File: config.mk
export PLATFORM = sky130hd
export DESIGN_NAME = sprite_anim_fetch
export DESIGN_NICKNAME = d
export VERILOG_FILES = /design/src/rtl/sprite_anim_fetch.sv
export SDC_FILE = /design/constraint.sdc
export NUM_CORES = 1
export LEC_CHECK = 0
export ABC_AREA = 0
export BUFFER_PORTS_ARGS = -buffer_cell sky130_fd_sc_hd__buf_4
export CAP_MARGIN = 20
export CORE_ASPECT_RATIO = 1.25
export CORE_MARGIN = 1
export CORE_UTILIZATION = 35
export CTS_CLUSTER_SIZE = 40
export DETAILED_ROUTE_END_ITERATION = 6
export GPL_TIMING_DRIVEN = 0
export PLACE_DENSITY = 0.58
export RECOVER_POWER = 50
export SYNTH_ARGS = -nofsm -noshare
export SYNTH_HDL_FRONTEND = slang
export SYNTH_SLANG_ARGS = --single-unit
File: constraint.sdc
create_clock -name clock -period 8.8 [get_ports clock]
set_clock_uncertainty 0.1 [all_clocks]
set_input_delay 0 -clock clock [delete_from_list [all_inputs] [get_ports clock]]
set_output_delay 0 -clock clock [all_outputs]
set_load 0.05 [all_outputs]
File: src/rtl/sprite_anim_fetch.sv
// Per-pixel sprite fetch: descriptor table, frame sequencer, mirror/scale/blank, sheet memory port.
// Latency 4 cycles from px_valid to pix_valid, one pixel per cycle; no backpressure, never stalls.
module sprite_anim_fetch #(
    parameter int NUM_ANIM = 10,
    parameter int ADDR_W   = 17,
    parameter int PIX_W    = 4,
    parameter int W_W      = 7,
    parameter int FRAME_H  = 105,
    parameter int SCALE_SH = 1,
    parameter int TRANSP   = 0,
    localparam int AS      = $clog2(NUM_ANIM)
) (
    input  logic              clock,
    input  logic              resetn,
    input  logic              desc_we,
    input  logic [AS-1:0]     desc_idx,
    input  logic [ADDR_W-1:0] desc_base,
    input  logic [W_W-1:0]    desc_width,
    input  logic [2:0]        desc_frames,
    input  logic [3:0]        desc_ticks,
    input  logic              desc_loop,
    input  logic [AS-1:0]     anim_sel,
    input  logic              frame_tick,
    input  logic              mirror,
    input  logic              px_valid,
    input  logic [7:0]        x,
    input  logic [7:0]        y,
    output logic [ADDR_W-1:0] mem_addr,
    input  logic [PIX_W-1:0]  mem_q,
    output logic              pix_valid,
    output logic [PIX_W-1:0]  pix_out,
    output logic [AS-1:0]     cur_anim,
    output logic [2:0]        cur_frame,
    output logic              anim_done
);

    localparam int RW = $clog2(FRAME_H);
    localparam logic [AS:0]      NUM_ANIM_L = (AS+1)'(NUM_ANIM);
    localparam logic [7:0]       FRAME_H_L  = 8'(FRAME_H);
    localparam logic [PIX_W-1:0] TRANSP_L   = PIX_W'(TRANSP);

    typedef struct packed {
        logic [ADDR_W-1:0] base;
        logic [W_W-1:0]    width;
        logic [2:0]        frames;
        logic [3:0]        ticks;
        logic              loop;
    } desc_t;

    desc_t desc_tbl [NUM_ANIM];
    desc_t cur_d, sel_d;
    logic  sel_ok, idx_ok;
    logic [3:0] tick_cnt;
    logic [4:0] tick_nxt;
    logic [2:0] last_frame;

    // Zero frame/tick counts are stored as 1 so the sequencer never sees them.
    assign idx_ok = ({1'b0, desc_idx} < NUM_ANIM_L);
    always_ff @(posedge clock or negedge resetn) begin
        if (!resetn) begin
            for (int i = 0; i < NUM_ANIM; i++)
                desc_tbl[i] <= '{base: '0, width: W_W'(50), frames: 3'd1, ticks: 4'd1, loop: 1'b1};
        end else if (desc_we && idx_ok) begin
            desc_tbl[desc_idx] <= '{base:   desc_base,
                                    width:  desc_width,
                                    frames: (desc_frames == 3'd0) ? 3'd1 : desc_frames,
                                    ticks:  (desc_ticks == 4'd0) ? 4'd1 : desc_ticks,
                                    loop:   desc_loop};
        end
    end

    assign cur_d      = desc_tbl[cur_anim];
    assign sel_ok     = ({1'b0, anim_sel} < NUM_ANIM_L);
    assign sel_d      = sel_ok ? desc_tbl[anim_sel] : '0;
    assign tick_nxt   = {1'b0, tick_cnt} + 5'd1;
    assign last_frame = cur_d.frames - 3'd1;

    // An out-of-range selection is treated as "no change request": the current animation keeps ticking.
    always_ff @(posedge clock or negedge resetn) begin
        if (!resetn) begin
            cur_anim  <= '0;
            cur_frame <= '0;
            tick_cnt  <= '0;
            anim_done <= 1'b0;
        end else begin
            anim_done <= 1'b0;
            if (frame_tick) begin
                if (sel_ok && (anim_sel != cur_anim)) begin
                    cur_anim  <= anim_sel;
                    cur_frame <= '0;
                    tick_cnt  <= '0;
                    anim_done <= !sel_d.loop && (sel_d.frames == 3'd1);
                end else if (tick_nxt >= {1'b0, cur_d.ticks}) begin
                    tick_cnt <= '0;
                    if (cur_frame < last_frame) begin
                        cur_frame <= cur_frame + 3'd1;
                        anim_done <= !cur_d.loop && ((cur_frame + 3'd1) == last_frame);
                    end else if (cur_d.loop) begin
                        cur_frame <= '0;
                    end
                end else begin
                    tick_cnt <= tick_nxt[3:0];
                end
            end
        end
    end

    // S1: scale down, bounds test, mirror; descriptor and frame are captured with the pixel.
    logic [7:0] xs, ys, w8, col8;
    logic       px_blank;
    assign xs       = x >> SCALE_SH;
    assign ys       = y >> SCALE_SH;
    assign w8       = 8'(cur_d.width);
    assign px_blank = (xs >= w8) || (ys >= FRAME_H_L);
    assign col8     = mirror ? (w8 - 8'd1 - xs) : xs;

    logic              s1_vld, s2_vld, s3_vld;
    logic              s1_blank, s2_blank, s3_blank;
    logic [W_W-1:0]    s1_col, s1_width;
    logic [RW-1:0]     s1_row;
    logic [ADDR_W-1:0] s1_base, addr_s2;
    logic [2:0]        s1_frames, s1_frame;

    always_ff @(posedge clock) begin
        s1_col    <= px_blank ? '0 : W_W'(col8);
        s1_row    <= px_blank ? '0 : RW'(ys);
        s1_base   <= cur_d.base;
        s1_width  <= cur_d.width;
        s1_frames <= cur_d.frames;
        s1_frame  <= cur_frame;
    end

    // Frames of one animation sit side by side on the sheet, so a row spans width*frames.
    assign addr_s2 = s1_base
                   + ADDR_W'(s1_row) * ADDR_W'(s1_width) * ADDR_W'(s1_frames)
                   + ADDR_W'(s1_frame) * ADDR_W'(s1_width)
                   + ADDR_W'(s1_col);

    always_ff @(posedge clock or negedge resetn) begin
        if (!resetn) begin
            s1_vld    <= 1'b0;
            s2_vld    <= 1'b0;
            s3_vld    <= 1'b0;
            s1_blank  <= 1'b0;
            s2_blank  <= 1'b0;
            s3_blank  <= 1'b0;
            mem_addr  <= '0;
            pix_valid <= 1'b0;
            pix_out   <= TRANSP_L;
        end else begin
            s1_vld    <= px_valid;
            s1_blank  <= px_blank;
            s2_vld    <= s1_vld;
            s2_blank  <= s1_blank;
            mem_addr  <= addr_s2;
            s3_vld    <= s2_vld;
            s3_blank  <= s2_blank;
            pix_valid <= s3_vld;
            if (s3_vld)
                pix_out <= s3_blank ? TRANSP_L : mem_q;
        end
    end

endmodule

==> results.yml <==
synth:
  syn_nets: 2007
  synth_top_cell_area_share_pct: 33.9
  synth-edff-count: 0
  synth.lib_cells_used.distinct: 75
  synth.cell_area_sq_um: 22100
  synth_warnings: 0
  synth_seq_area_share_pct: 45.0
  synth_top_flop_cell: "sky130_fd_sc_hd__dfrtp_1"
  synthCells: 1770
  synthesis.area_per_instance_sq_um: 12.5
  synth_largest_area_cell: "sky130_fd_sc_hd__dfrtp_1"
  async_reset_ff_share_pct: 89.1
  ys_ff_latch: 404
  synth_area_leaders: "sky130_fd_sc_hd__dfrtp_1, sky130_fd_sc_hd__mux2_2, sky130_fd_sc_hd__fa_1"
sta:
  tightest_slew_ns: 4.40
  hold_violations: 0
  totalNegativeSetupSlack_ns: 0
  drv_slew: 118
  relSlewSlack_pct: -194
  fmax_mhz: 120
  finalCriticalPeriod_ns: 8.33
  timing.hold.ws_ns: 0.0404
  final_min_period_over_clock_period_pct: 94.7
  finalSetupViolCount: 0
  rsz0062_at_grt: "false"
clock_network:
  post-cts-setup-buffers: 0
  cts_max_level: 2
  clock_latency_ns: 0.57
  worst_setup_hold_path_clk_slew_ns: 0.06
  cts_tree: "built"
  tritoncts.num_buffers: 44
  ctsRootBufferMaster: "sky130_fd_sc_hd__clkbuf_16"
  cts_buffer_depth: 3
  cts.sink_count: 404
grt:
  grt.met1_usage_pct: 23.3
  grt_use_total_pct: 18.8
  grt_remaining_overflow: 0
  grt-busiest-layer: "met2"
  pin_count_of_the_biggest_net_entering_global_routing: 124
  global_route_wire_length_before_repair_microns: 91700
  global_route.usage.met2_pct: 32.9
  vias_in_the_first_global_route: 15600
  grt_util_met3_pct: 2.84
  antenna_violations_before_repair: 4
detailed_routing:
  drt-total-wl_microns: 58300
  vias_per_cell: 5.07
  dr_total_vias: 14300
  post_drt_wl_per_cell_microns: 20.7
  drt_drc_violations_left: 0
  drt_first_iter_violations: 658
  dr.pass1.iters: 5
  drt.antenna.violating_nets: 0
floorplan:
  initial_core_util_pct: 35.5
  die-width_microns: 227
  core_area_sq_um: 62300
  num_io_pins: 96
  dieArea_sq_um: 64200
  die_h_microns: 283
  placement_rows: 102
setup_path:
  crit_family: "adder cells"
  r2r_start: "s1_width[2]"
  worst_path_max_delay_cell: "sky130_fd_sc_hd__fa_1"
  crit_path_start_kind: "flip-flop"
  crit_path_launch: "s1_width[2]"
  critical_path_arrival_ns: 8.73
  crit_path_required_time_ns: 9.20
  critPathKind: "flip-flop to flip-flop"
  worstSetupPathDepth: 29
  buffer_and_inverter_count_on_the_worst_path: 6
  setup.worst_path.end_class: "flip-flop"
  maximum_single_stage_delay_on_the_critical_path_ns: 0.55
  reg2regPathDepth: 29
  most_used_cell_cp: "sky130_fd_sc_hd__fa_1"
  worstPathMaxFanout: 10
cells_and_area:
  fin_area_sq_um: 25700
  areaGrowthSynthToFinish_pct: 16.0
  layout.nets: 2190
  drive_gt1_share_pct: 28.6
run:
  max_cap_viol_count: 2
hold_path:
  hold_path_startpoint: "desc_frames[1]"
  whs_path_depth: 3
  hold_class: "primary input to flip-flop"
run_status:
  violations: "max-capacitance violations, max-slew violations"
  run_status: "finished with violations"
power_and_ir_drop:
  power-per-cell-area_nw_per_um2: 280
  largest_voltage_drop_on_the_vdd_net_v: 0.000151
  leakage_nw: 11.4
place:
  placed_area_sq_um: 23700
  global_placer_s_final_weighted_congestion: 0.850
  port_buffers: 64
  dp_hpwl_microns: 41600
report_power, final:
group | total (W) | internal, W | leakage (nW) | switching (W)
sequential | 0.00272 | 0.00239 | 4.69 | 0.000328
combinational | 0.00270 | 0.00120 | 6.01 | 0.00149
clock | 0.00178 | 0.00100 | 0.670 | 0.000778
cell usage after synthesis (all sizes together), types with 5 or more instances:
| master | number |
|---|---|
| mux2 | 314 |
| xor2 | 7 |
| nand2b | 7 |
| nand3b | 10 |
| nand2 | 73 |
| nor2b | 8 |
| clkbuf | 47 |
| o22a | 8 |
| dfrtp | 300 |
| nand3 | 6 |
| o21ai | 54 |
| o21a | 10 |
| xnor2 | 22 |
| nor3b | 7 |
| nand4 | 5 |
| inv | 114 |
| dfxtp | 44 |
| buf | 62 |
| dfstp | 60 |
| o211ai | 6 |
| mux4 | 55 |
| nor4 | 6 |
| ha | 92 |
| nor4b | 10 |
| a21oi | 62 |
| fa | 79 |
| mux2i | 53 |
| a21o | 10 |
| nor2 | 72 |
| nor3 | 14 |
| and2 | 91 |
| a31oi | 9 |
path summary, 6_finish.rpt:
path                            endpoint  slack, ns
max                         mem_addr[15]       0.47
min                          desc_tbl[6]       0.04
max reg2reg                 mem_addr[15]       0.47
min reg2reg                     s2_blank       0.25
max in group asynchronous   desc_tbl[21]       3.12
min in group asynchronous  desc_tbl[204]       1.20
state kept, by name (all words and copies together), names as in the netlist, 3 cells and up:
signal     count
s1_base       17
s1_row         7
desc_tbl     320
pix_out        4
cur_frame      3
s1_col         7
mem_addr      17
cur_anim       4
s1_width       7
s1_frames      3
tick_cnt       4
s1_frame       3
cells in the final DEF (no fill, tap or decap), types with 9 or more instances in the layout:
cell type	n
sky130_fd_sc_hd__o21a_1	10
sky130_fd_sc_hd__nand3b_1	10
sky130_fd_sc_hd__clkbuf_16	44
sky130_fd_sc_hd__buf_1	28
sky130_fd_sc_hd__clkbuf_1	99
sky130_fd_sc_hd__a31oi_1	9
sky130_fd_sc_hd__ha_1	92
sky130_fd_sc_hd__mux4_2	55
sky130_fd_sc_hd__a21oi_1	62
sky130_fd_sc_hd__nor3_1	14
sky130_fd_sc_hd__xnor2_1	21
sky130_fd_sc_hd__fa_1	79
sky130_fd_sc_hd__mux2i_1	53
sky130_fd_sc_hd__dlygate4sd3_1	70
sky130_fd_sc_hd__nand2_1	73
sky130_fd_sc_hd__nor2_1	72
sky130_fd_sc_hd__nor4b_1	10
sky130_fd_sc_hd__mux2_2	313
sky130_fd_sc_hd__dfxtp_1	43
sky130_fd_sc_hd__a21o_1	10
sky130_fd_sc_hd__o21ai_0	52
sky130_fd_sc_hd__inv_1	113
sky130_fd_sc_hd__buf_4	37
sky130_fd_sc_hd__dfstp_2	60
sky130_fd_sc_hd__buf_2	20
sky130_fd_sc_hd__dfrtp_1	300
sky130_fd_sc_hd__and2_1	90
worst register-to-register path: cells and delay by family, from the launching register on:
kind	cells	cell delay, ns
xor gates and xnor gates	1	0.21
and+or+nand+nor	6	1.18
DFF	1	0.43
adders and majority gates	10	4.76
buffers and inverters	6	0.31
AOI/OAI and AO/OA	6	1.25
layer usage:
metal | vias up | wire length (microns)
li1 | 6558 | -
met1 | 7404 | 24300
met2 | 253 | 30100
met3 | 95 | 2050
met4 | 4 | 1890
met5 | - | 27
timing repair:
action	in CTS	in global routing
endpoints found under the hold margin	432	0
endpoints found under the setup margin	0	2
hold buffers	71	0
resized for setup	0	4
through the flow:
step / setup slack (ns) / total power, W / cells / utilization (%)
2_1_floorplan: 1.06 / 0.00463 / 1770 / -
3_5_place_dp: 0.208 / 0.00549 / 2669 / 38.1
3_3_place_gp: 0.254 / 0.00540 / 2666 / 38.0
5_1_grt: 0.0322 / 0.00771 / 2822 / 41.2
4_1_cts: 0.155 / 0.00734 / 2821 / 41.5
6_report: 0.469 / 0.00719 / 2822 / 41.2
cells by family (layout without fill, tap and decap cells):
family / after synthesis / after routing / synth area share, %
buffers and inverters: 224 / 442 / 4.12
other: 0 / 2 / 0
adder cells (fa/ha/maj): 171 / 171 / 12.3
flip-flops: 404 / 404 / 45.0
AND/OR/NAND/NOR: 327 / 327 / 7.93
multiplexers: 422 / 422 / 24.0
XOR/XNOR: 29 / 29 / 1.15
AO/OA/AOI/OAI: 193 / 193 / 5.44
cell type report:
class	count	area, sq um
Clock buffer	62	1220
Clock inverter	19	154
Tap cell	832	1040
Fill cell	5998	36600
Timing Repair Buffer	138	1120
Buffer	108	468
Sequential cell	404	9970
Multi-Input combinational cell	1142	11300
Antenna cell	2	5.00
Inverter	115	432
No activity file was read; power rests on OpenSTA's default activity.
